<file path="config.mk">
export PLATFORM = sky130hd
export DESIGN_NAME = dcache_controller_flat
export DESIGN_NICKNAME = d
export VERILOG_FILES = /design/src/rtl/dcache_controller_if.sv /design/src/rtl/dcache_controller.sv /design/src/flat_wrapper.sv
export SDC_FILE = /design/constraint.sdc
export NUM_CORES = 2
export LEC_CHECK = 0
export CAP_MARGIN = 10
export CORE_MARGIN = 2
export CORE_UTILIZATION = 25
export CTS_BUF_LIST = sky130_fd_sc_hd__clkbuf_8
export DETAILED_ROUTE_END_ITERATION = 12
export HOLD_SLACK_MARGIN = 0.06
export SETUP_SLACK_MARGIN = 0.4
export SYNTH_ARGS = -nofsm -noshare
export SYNTH_HDL_FRONTEND = slang
export SYNTH_SLANG_ARGS = --single-unit
</file>
<file path="constraint.sdc">
create_clock -name clk -period 17.9 [get_ports clk]
set_input_delay 2.685 -clock clk [delete_from_list [all_inputs] [get_ports clk]]
set_output_delay 2.685 -clock clk [all_outputs]
set_load 0.05 [all_outputs]
</file>
<file path="src/rtl/dcache_controller_if.sv">
// dcache_controller_if
// Bundles the two buses of the data cache controller:
//   CPU side    : memread, memwrite, funct3, address, writedata -> cache
//                 readdata, busywait                            <- cache
//   memory side : mem_read, mem_write, mem_address, mem_writedata <- cache
//                 mem_readdata, mem_busywait                       -> cache
// Modports:
//   slave  : the cache controller itself
//   master : the surrounding system (CPU memory stage plus main memory)
interface dcache_controller_if;
    logic         memread;
    logic         memwrite;
    logic [2:0]   funct3;
    logic [31:0]  address;
    logic [31:0]  writedata;
    logic [31:0]  readdata;
    logic         busywait;

    logic         mem_read;
    logic         mem_write;
    logic [27:0]  mem_address;
    logic [127:0] mem_writedata;
    logic [127:0] mem_readdata;
    logic         mem_busywait;

    modport slave (
        input  memread, memwrite, funct3, address, writedata,
        output readdata, busywait,
        output mem_read, mem_write, mem_address, mem_writedata,
        input  mem_readdata, mem_busywait
    );

    modport master (
        output memread, memwrite, funct3, address, writedata,
        input  readdata, busywait,
        input  mem_read, mem_write, mem_address, mem_writedata,
        output mem_readdata, mem_busywait
    );
endinterface

</file>
<file path="src/rtl/dcache_controller.sv">
// dcache_controller
// Direct-mapped, write-back, write-allocate data cache between the CPU
// memory stage and main data memory. Lines are 16 bytes (4 words).
// Ports:
//   clk   : clock, all state changes on the rising edge
//   rst_n : asynchronous active-low reset
//   bus   : dcache_controller_if.slave carrying the CPU request/response
//           signals and the 128-bit block interface to main memory
// Loads return byte/half/word data sign- or zero-extended by funct3.
// A hit completes with no stall; a miss stalls via busywait while the
// victim is written back (if dirty) and the new block is fetched.
module dcache_controller #(
    parameter int INDEX_BITS = 3
) (
    input  logic               clk,
    input  logic               rst_n,
    dcache_controller_if.slave bus
);
    localparam int BLOCK_BYTES = 16;
    localparam int OFFSET_BITS = $clog2(BLOCK_BYTES);
    localparam int NUM_LINES   = 1 << INDEX_BITS;
    localparam int TAG_BITS    = 32 - OFFSET_BITS - INDEX_BITS;
    localparam int BLK_BITS    = 32 - OFFSET_BITS;

    typedef enum logic [1:0] {
        IDLE,
        WRITEBACK,
        FETCH,
        UPDATE
    } state_t;

    state_t state;

    logic [NUM_LINES-1:0] valid;
    logic [NUM_LINES-1:0] dirty;
    logic [TAG_BITS-1:0]  tag_array  [NUM_LINES];
    logic [127:0]         data_array [NUM_LINES];

    // Block address of the miss being serviced, latched so the transfer
    // still completes correctly if the CPU drops its request mid-miss.
    logic [BLK_BITS-1:0]   miss_block;
    logic [INDEX_BITS-1:0] miss_index;
    logic [TAG_BITS-1:0]   miss_tag;

    logic                  request;
    logic                  is_write;
    logic [3:0]            offset;
    logic [INDEX_BITS-1:0] index;
    logic [TAG_BITS-1:0]   tag;
    logic                  hit;
    logic [127:0]          line;
    logic [127:0]          merged_line;
    logic [127:0]          wdata_rep;
    logic [15:0]           byte_en;
    logic [31:0]           word_data;
    logic [15:0]           half_data;
    logic [7:0]            byte_data;
    logic [31:0]           load_data;

    assign request    = bus.memread | bus.memwrite;
    assign is_write   = bus.memwrite;
    assign offset     = bus.address[OFFSET_BITS-1:0];
    assign index      = bus.address[OFFSET_BITS +: INDEX_BITS];
    assign tag        = bus.address[31 -: TAG_BITS];
    assign hit        = valid[index] && (tag_array[index] == tag);
    assign line       = data_array[index];
    assign miss_index = miss_block[INDEX_BITS-1:0];
    assign miss_tag   = miss_block[BLK_BITS-1 -: TAG_BITS];

    // Stall whenever a request cannot be finished this cycle. Gated by
    // reset so the pipeline is released while the cache is held in reset.
    assign bus.busywait = rst_n & request & ~((state == IDLE) & hit);

    // Load path: select the addressed byte/half/word from the line and
    // extend it. Low address bits below the access size are ignored.
    always_comb begin
        word_data = line[{offset[3:2], 5'b0} +: 32];
        half_data = line[{offset[3:1], 4'b0} +: 16];
        byte_data = line[{offset, 3'b0} +: 8];
        case (bus.funct3)
            3'b000:  load_data = {{24{byte_data[7]}}, byte_data};
            3'b001:  load_data = {{16{half_data[15]}}, half_data};
            3'b100:  load_data = {24'b0, byte_data};
            3'b101:  load_data = {16'b0, half_data};
            default: load_data = word_data;
        endcase
        bus.readdata = hit ? load_data : 32'b0;
    end

    // Store path: replicate the store data across the line and build a
    // byte-enable mask, so only the addressed bytes are replaced.
    always_comb begin
        case (bus.funct3[1:0])
            2'b00: begin
                byte_en   = 16'h0001 << offset;
                wdata_rep = {16{bus.writedata[7:0]}};
            end
            2'b01: begin
                byte_en   = 16'h0003 << {offset[3:1], 1'b0};
                wdata_rep = {8{bus.writedata[15:0]}};
            end
            default: begin
                byte_en   = 16'h000F << {offset[3:2], 2'b00};
                wdata_rep = {4{bus.writedata}};
            end
        endcase
        for (int i = 0; i < 16; i++) begin
            merged_line[i*8 +: 8] = byte_en[i] ? wdata_rep[i*8 +: 8] : line[i*8 +: 8];
        end
    end

    // Data and tag arrays carry no reset; their contents only matter once
    // the valid bit is set. The fetched block is captured on the cycle the
    // memory completes, so the memory need not hold its read data after
    // the handshake; the line becomes valid one cycle later in UPDATE.
    always_ff @(posedge clk) begin
        if (state == FETCH && !bus.mem_busywait) begin
            data_array[miss_index] <= bus.mem_readdata;
            tag_array[miss_index]  <= miss_tag;
        end else if (state == IDLE && request && hit && is_write) begin
            data_array[index] <= merged_line;
        end
    end

    // Miss-handling state machine with registered memory-side outputs.
    // A reset during any state abandons the transfer without write-back.
    always_ff @(posedge clk or negedge rst_n) begin
        if (!rst_n) begin
            state             <= IDLE;
            valid             <= '0;
            dirty             <= '0;
            miss_block        <= '0;
            bus.mem_read      <= 1'b0;
            bus.mem_write     <= 1'b0;
            bus.mem_address   <= '0;
            bus.mem_writedata <= '0;
        end else begin
            case (state)
                IDLE: begin
                    if (request && !hit) begin
                        miss_block <= bus.address[31:OFFSET_BITS];
                        if (valid[index] && dirty[index]) begin
                            state             <= WRITEBACK;
                            bus.mem_write     <= 1'b1;
                            bus.mem_address   <= {tag_array[index], index};
                            bus.mem_writedata <= line;
                        end else begin
                            state           <= FETCH;
                            bus.mem_read    <= 1'b1;
                            bus.mem_address <= bus.address[31:OFFSET_BITS];
                        end
                    end else if (request && hit && is_write) begin
                        dirty[index] <= 1'b1;
                    end
                end
                WRITEBACK: begin
                    if (!bus.mem_busywait) begin
                        state           <= FETCH;
                        bus.mem_write   <= 1'b0;
                        bus.mem_read    <= 1'b1;
                        bus.mem_address <= miss_block;
                    end
                end
                FETCH: begin
                    if (!bus.mem_busywait) begin
                        state        <= UPDATE;
                        bus.mem_read <= 1'b0;
                    end
                end
                UPDATE: begin
                    valid[miss_index] <= 1'b1;
                    dirty[miss_index] <= 1'b0;
                    state             <= IDLE;
                end
                default: state <= IDLE;
            endcase
        end
    end
endmodule

</file>
<file path="src/flat_wrapper.sv">
// flat-port wrapper written by rule: the top's interface ports become plain ports
module dcache_controller_flat 
#(
    parameter int INDEX_BITS = 3
)
  (clk, rst_n, bus_memread, bus_memwrite, bus_funct3, bus_address, bus_writedata, bus_readdata, bus_busywait, bus_mem_read, bus_mem_write, bus_mem_address, bus_mem_writedata, bus_mem_readdata, bus_mem_busywait);
  dcache_controller_if bus_i ();
  input  logic clk;
  input  logic rst_n;
  input wire logic [$bits(bus_i.memread)-1:0] bus_memread;
  input wire logic [$bits(bus_i.memwrite)-1:0] bus_memwrite;
  input wire logic [$bits(bus_i.funct3)-1:0] bus_funct3;
  input wire logic [$bits(bus_i.address)-1:0] bus_address;
  input wire logic [$bits(bus_i.writedata)-1:0] bus_writedata;
  output wire logic [$bits(bus_i.readdata)-1:0] bus_readdata;
  output wire logic [$bits(bus_i.busywait)-1:0] bus_busywait;
  output wire logic [$bits(bus_i.mem_read)-1:0] bus_mem_read;
  output wire logic [$bits(bus_i.mem_write)-1:0] bus_mem_write;
  output wire logic [$bits(bus_i.mem_address)-1:0] bus_mem_address;
  output wire logic [$bits(bus_i.mem_writedata)-1:0] bus_mem_writedata;
  input wire logic [$bits(bus_i.mem_readdata)-1:0] bus_mem_readdata;
  input wire logic [$bits(bus_i.mem_busywait)-1:0] bus_mem_busywait;
  assign bus_i.memread = bus_memread;
  assign bus_i.memwrite = bus_memwrite;
  assign bus_i.funct3 = bus_funct3;
  assign bus_i.address = bus_address;
  assign bus_i.writedata = bus_writedata;
  assign bus_readdata = bus_i.readdata;
  assign bus_busywait = bus_i.busywait;
  assign bus_mem_read = bus_i.mem_read;
  assign bus_mem_write = bus_i.mem_write;
  assign bus_mem_address = bus_i.mem_address;
  assign bus_mem_writedata = bus_i.mem_writedata;
  assign bus_i.mem_readdata = bus_mem_readdata;
  assign bus_i.mem_busywait = bus_mem_busywait;
  dcache_controller #(.INDEX_BITS(INDEX_BITS)) u_core (.clk(clk), .rst_n(rst_n), .bus(bus_i));
endmodule
</file>
# Word level (Yosys, flattened, before mapping)
# Memory sizes are Yosys's and may differ from the RTL's.
# Index checks and enable logic that the tools add are counted.
[op_classes]
n_lt_le_gt_ge = 4
eq_ne = 15
shifts = 6
mux = 56
bitwise = 9
n_reduce_logical = 27
[op_table]
columns = ["cell", "count"]
rows = [
  ["128-bit case mux with 2 select lines", 1],
  ["8-bit two-way mux", 18],
  ["128-bit two-way mux", 1],
  ["32-bit case mux with 4 select lines", 1],
  ["128-bit OR reduction", 1],
  ["128-bit by 8-bit indexed part select with 16-bit output", 1],
  ["128-bit by 8-bit indexed part select with 32-bit output", 1],
  ["128-bit by 8-bit indexed part select with 8-bit output", 1],
  ["28-bit two-way mux", 3],
  ["28-bit case mux with 2 select lines", 1],
  ["32-bit two-way mux", 1],
  ["16-bit case mux with 2 select lines", 1],
  ["25-bit == test", 1],
  ["1-bit two-way mux", 16],
  ["8-bit bitwise OR", 2],
  ["8-bit case mux with 2 select lines", 1],
  ["1-bit by 4-bit left shift with 16-bit output (first input constant)", 1],
  ["2-bit by 4-bit left shift with 16-bit output (first input constant)", 1],
  ["4-bit by 4-bit left shift with 16-bit output (first input constant)", 1],
  ["2-bit != test (second input constant)", 7],
  ["3-bit AND reduction", 4],
  ["1-bit logical AND", 11],
  ["8-bit bitwise AND", 1],
  ["3-bit by 4-bit < comparator with 1-bit output (second input constant)", 2],
  ["other kinds (24)", 38],
]
[totals]
register_bits = 204
mem_bits_rw = 1224
out_inout_bits = 191
mem_count = 2
[memory_table]
columns = ["memory", "words", "word_bits", "read_ports", "rd_clocked_by_memory_dff", "write_ports", "line", "source"]
rows = [
  ["u_core.data_array", 8, 128, 1, 0, 1, "dcache_controller.sv:37", "logic [127:0] data_array [NUM_LINES];"],
  ["u_core.tag_array", 8, 25, 1, 0, 1, "dcache_controller.sv:36", "logic [TAG_BITS-1:0] tag_array [NUM_LINES];"],
]

# Depth between registers and ports, before layout
[depth]
ltp_word = 10
mapped_depth = 19
mapped_depth_nobuf = 9

# Worst setup path after synthesis
# No wires, ideal clock.
[synth_path]
path_type = "input to register"
startpoint = "input port bus_address[4]"
endpoint = "memory u_core.data_array[0][0] (enable)"
arrival_time_ns = 14.653
required_ns = 17.097
slack_ns = 2.443
stages = 13
path_buffers = 5
path_cell_list = "buf_6 -> buf_6 -> buf_4 -> mux2_2 -> o22ai_1 -> nor3_1 -> nor4b_1 -> nand4_1 -> nor4_4 -> nand3_1 -> clkbuf_1 -> clkbuf_1 -> o31ai_1"
[synth_via]
elab_chain_len = 10
elab_cells_between_ends = 13
classes_between = "eq/ne: 1; mux: 7; reduce/logical: 4; memory: 1"
[synth_rtl]
columns = ["element", "line", "source"]
rows = [
  ["start: declaration", "flat_wrapper.sv:13", "input wire logic [$bits(bus_i.address)-1:0] bus_address;"],
  ["memory 8 x 25 bit or 1-bit binary-select mux with 3-bit select (tied branches)", "--", ""],
  ["25-bit == test or 1-bit two-way mux (tied branches)", "dcache_controller.sv:65", "assign hit = valid[index] && (tag_array[index] == tag);"],
  ["1-bit logical AND", "dcache_controller.sv:65", ""],
  ["1-bit logical AND (2 in series)", "dcache_controller.sv:120", "end else if (state == IDLE && request && hit && is_write) begin"],
  ["1-bit two-way mux", "dcache_controller.sv:120", ""],
  ["1-bit two-way mux", "dcache_controller.sv:117", "if (state == FETCH && !bus.mem_busywait) begin"],
  ["1-bit two-way mux (implied by the code)", "dcache_controller.sv:121", "data_array[index] <= merged_line;"],
  ["128-bit OR reduction (no line)", "--", ""],
  ["3-bit two-way mux (no line) or 1-bit two-way mux (tied branches)", "--", ""],
  ["end: declaration", "dcache_controller.sv:37", ""],
]
# Parallel ways exist; a longest one is shown, timed or not. The select of a mux whose other input is x is not followed.

# Worst setup path in the final report
[layout_path]
startpoint = "input port bus_address[4]"
endpoint = "output port bus_readdata[11]"
[layout_via]
elab_chain_len = 4
elab_cells_between_ends = 11
classes_between = "eq/ne: 1; shift: 3; mux: 4; reduce/logical: 1; memory: 2"
[layout_rtl]
columns = ["element", "line", "source"]
rows = [
  ["memory 8 x 128 bit (tied with other cells)", "--", ""],
  ["128-bit by 8-bit indexed part select with 32-bit output (tied with other cells)", "dcache_controller.sv:77", "word_data = line[{offset[3:2], 5'b0} +: 32];"],
  ["32-bit case mux with 4 select lines or 1-bit logical AND (tied branches)", "dcache_controller.sv:80, dcache_controller.sv:65", ""],
  ["32-bit two-way mux *", "dcache_controller.sv:87", "bus.readdata = hit ? load_data : 32'b0;"],
  ["end: declaration", "flat_wrapper.sv:15", "output wire logic [$bits(bus_i.readdata)-1:0] bus_readdata;"],
]
# Every way passes the cells marked *; elsewhere a longest branch is shown, timed or not. The select of a mux whose other input is x is not followed.

==> results.py <==
metrics = {
    "sta": {
        "fin_skew_ps": 92.4,
        "hold_viol": 0,
        "fin_crit_sh": 0.664,
        "slew-limit-headroom": 0.0103,
        "tightest_slew_ps": 1440,
        "rsz0062_at_grt": "no",
        "finalSetupViolations": 0,
        "fin_setup_tns_ps": 0,
        "final-max-slew-violation-count": 0,
        "fin_crit_ps": 11890,
        "max_freq_mhz": 84.1,
    },
    "power_and_ir_drop": {
        "p_sw_mw": 3.46,
        "p_leak_nw": 25.3,
        "irDropWorstVdd_v": 0.0000815,
        "clockPowerShare": 0.282,
        "p_per_area_mw_per_mm2": 133,
        "combPwrFrac": 0.264,
        "swShare": 0.352,
        "power_frac_seq": 0.454,
        "p_int_mw": 6.36,
    },
    "cts": {
        "clk_latency_ps": 1000,
        "cts_tree": "done",
        "cts_buffer_depth": 3,
        "clk_pin_slew_worst_paths_ps": 60,
        "postCtsResizedCells": 0,
        "post_cts_buffers": 0,
        "root_buffer": "clkbuf_8",
        "cts-htree-levels": 4,
        "cts_buffers": 231,
        "holdBufCountCts": 0,
        "clock_sinks": 1428,
    },
    "worst_setup_path": {
        "worst_ep_required_time_ps": 15210,
        "crit_path_start": "bus_address[4]",
        "reg2reg_depth": 12,
        "cp_max_fo": 92,
        "critPathArrivalTime_ps": 9210,
        "start_kind": "input pin",
        "reg2reg_from": "u_core.tag_array[1][12]$_DFFE_PP_",
        "end_kind": "primary output",
        "path_class": "in2out",
    },
    "route": {
        "route.vias.total": 42244,
        "drc": 0,
        "drt-total-wl_um": 246000,
        "ant_nets": 0,
        "vias_per_cell": 5.23,
        "drt_pass1_iterations": 6,
        "drt-initial-drc-count": 5770,
        "wl_per_cell_um": 30.4,
    },
    "finish": {
        "final_common_cell": "edfxtp_1",
        "final_util": 0.302,
        "fin_nets": 4845,
        "fillers": 24286,
        "drive_above_1_share": 0.200,
        "layout_common_cells": "edfxtp_1 (1224), clkdlybuf4s50_1 (381), nand2_1 (320)",
        "syn2layout_area_growth_pct": 20.5,
    },
    "global_route": {
        "grt_pass1_wl_um": 335000,
        "antenna_found_initial": 39,
        "grt_pass1_vias": 40517,
        "grt_overflow": 0,
        "grt_max_degree": 146,
        "grt_usage": 0.191,
    },
    "synth": {
        "synth_nets": 4347,
        "ys.flop_type": "edfxtp_1",
        "synth_edf_count": 1224,
        "syn_area_mm2": 0.0615,
        "synth_area_leader_cell": "edfxtp_1",
        "ys_top_cells_by_area": "edfxtp_1 (60%), dfrtp_1 (8.3%), mux2_2 (5.5%), mux2i_1 (4.2%), mux4_2 (3.5%)",
        "synth-seq-cells": 1428,
        "netlist_instances": 4143,
        "synthDistinctLibCells": 85,
        "avgSynthCellArea_um2": 14.9,
        "synth-seq-area-share": 0.680,
        "async_reset_ff_frac": 0.143,
        "yosys_warnings": 0,
        "yosys.area.top_type_share": 0.597,
    },
    "run_status": {
        "status": "complete, but fails checks",
        "violations": "capacitance limit",
    },
    "flow_run": {
        "cap_violations": 1,
    },
    "place": {
        "port-buffer-count": 390,
        "dp.final_hpwl_um": 158000,
        "routabilityCongestion": 1.01,
    },
    "floorplanning": {
        "die_w_um": 500,
        "start_util": 0.251,
        "core-area_mm2": 0.245,
        "die_area_mm2": 0.250,
        "die_y_um": 500,
        "rows": 182,
        "io_pins": 391,
    },
    "hold_path": {
        "hp-class": "reg2reg",
        "min_path_cells": 1,
        "hp-start": "u_core.valid[1]$_DFFE_PN0P_",
    },
}
[per-layer routing]
| metal | wire (um) | vias up | global-route usage |
|---|---|---|---|
| li1 | - | 17290 | - |
| met1 | 92500 | 21586 | 0.237 |
| met2 | 110000 | 2719 | 0.293 |
| met3 | 25500 | 609 | 0.0533 |
| met4 | 17400 | 40 | 0.118 |
| met5 | 240 | - | 0 |
[worst paths after layout]
check                           slack, ps                                       end
worst max-delay path                 6010                          bus_readdata[11]
min in group asynchronous            1650     u_core.bus.mem_address[0]$_DFFE_PN0P_
worst max register to register      10720         u_core.data_array[7][7]$_DFFE_PP_
worst min-delay path                  470               u_core.valid[1]$_DFFE_PN0P_
max in group asynchronous           14110  u_core.bus.mem_writedata[42]$_DFFE_PN0P_
worst min register to register        470               u_core.valid[1]$_DFFE_PN0P_
[kinds of logic (layout without fill, tap and decap cells)]
logic type,count (synthesis),in the layout,share of synthesized area
flops,1428,1428,0.680
compound gates,985,985,0.106
simple gates,705,705,0.0478
mux,667,667,0.137
buf+inv,340,1038,0.0263
xor+xnor,14,14,0.00199
fa+ha+maj,4,4,0.000813
other cells,0,17,0
[Yosys cell counts, types with 9 or more instances]
cell type / n
edfxtp_1: 1224
nand2_1: 320
mux2_2: 302
o21ai_0: 295
nor2_1: 267
mux2i_1: 258
a21oi_1: 210
dfrtp_1: 204
a221oi_1: 152
clkbuf_1: 152
mux4_2: 96
buf_2: 68
a22oi_1: 65
inv_1: 38
o22ai_1: 35
o211ai_1: 33
buf_1: 31
buf_4: 29
nor3_1: 28
a211oi_1: 27
o31ai_1: 22
o2bb2ai_1: 18
nand3_1: 15
nor2b_1: 14
o22a_1: 14
a222oi_1: 13
buf_6: 13
xnor2_1: 12
nand2b_1: 11
o221ai_1: 11
a221o_1: 10
o21a_1: 10
a211oi_2: 9
mux4_1: 9
[power groups by stage]
stage | registers, mW | logic, mW | clock network, mW
after floorplan | 4.99 | 0.932 | 0
after global placement | 4.51 | 2.56 | 0
after CTS | 4.46 | 2.58 | 2.80
after global routing | 4.50 | 2.70 | 2.94
after detailed placement | 4.52 | 2.57 | 0
final | 4.46 | 2.59 | 2.77
[through the flow]
| step | total power, mW | worst slack, ps | std cells | hold WS, ps | instance area (um^2) |
|---|---|---|---|---|---|
| after floorplan | 5.92 | 2440 | 4143 | 423 | 61500 |
| after global placement | 7.06 | 6150 | 7623 | 443 | 69500 |
| after detailed placement | 7.10 | 6170 | 7623 | 456 | 69500 |
| after CTS | 9.84 | 6140 | 8056 | 469 | 74000 |
| after global routing | 10.1 | 5850 | 8063 | 488 | 74100 |
| final | 9.83 | 6010 | 8078 | 469 | 74100 |
[flip-flops by register name, summed over array words and instances, names as in the netlist]
register / cells
u_core.data_array: 1024
u_core.tag_array: 200
u_core.bus.mem_writedata: 128
u_core.bus.mem_address: 28
u_core.miss_block: 28
u_core.dirty: 8
u_core.valid: 8
u_core.state: 2
u_core.bus.mem_read: 1
u_core.bus.mem_write: 1
[worst max-delay path, cell delays in order]
cell	delay (ps)
buf_8	630
buf_4	680
buf_4	880
or2_2	310
nor2_1	90
a221oi_4	280
o21bai_1	110
a222oi_1	430
a21oi_1	190
o41ai_4	1140
a221oi_1	470
clkbuf_4	350
clkdlybuf4s50_1	730
[final cells by class]
class / count / area [um^2] / share of cell area
antenna: 17 / 42.5 / 0.000574
clock buffer: 258 / 3550 / 0.0479
clock inverter: 175 / 965 / 0.0130
inverter: 44 / 169 / 0.00228
multi-input combinational: 2375 / 18200 / 0.246
sequential: 1428 / 41900 / 0.565
tap: 3220 / 4030 / 0.0544
timing repair buffer: 561 / 5290 / 0.0713
Power figures use the tool's default switching activity.
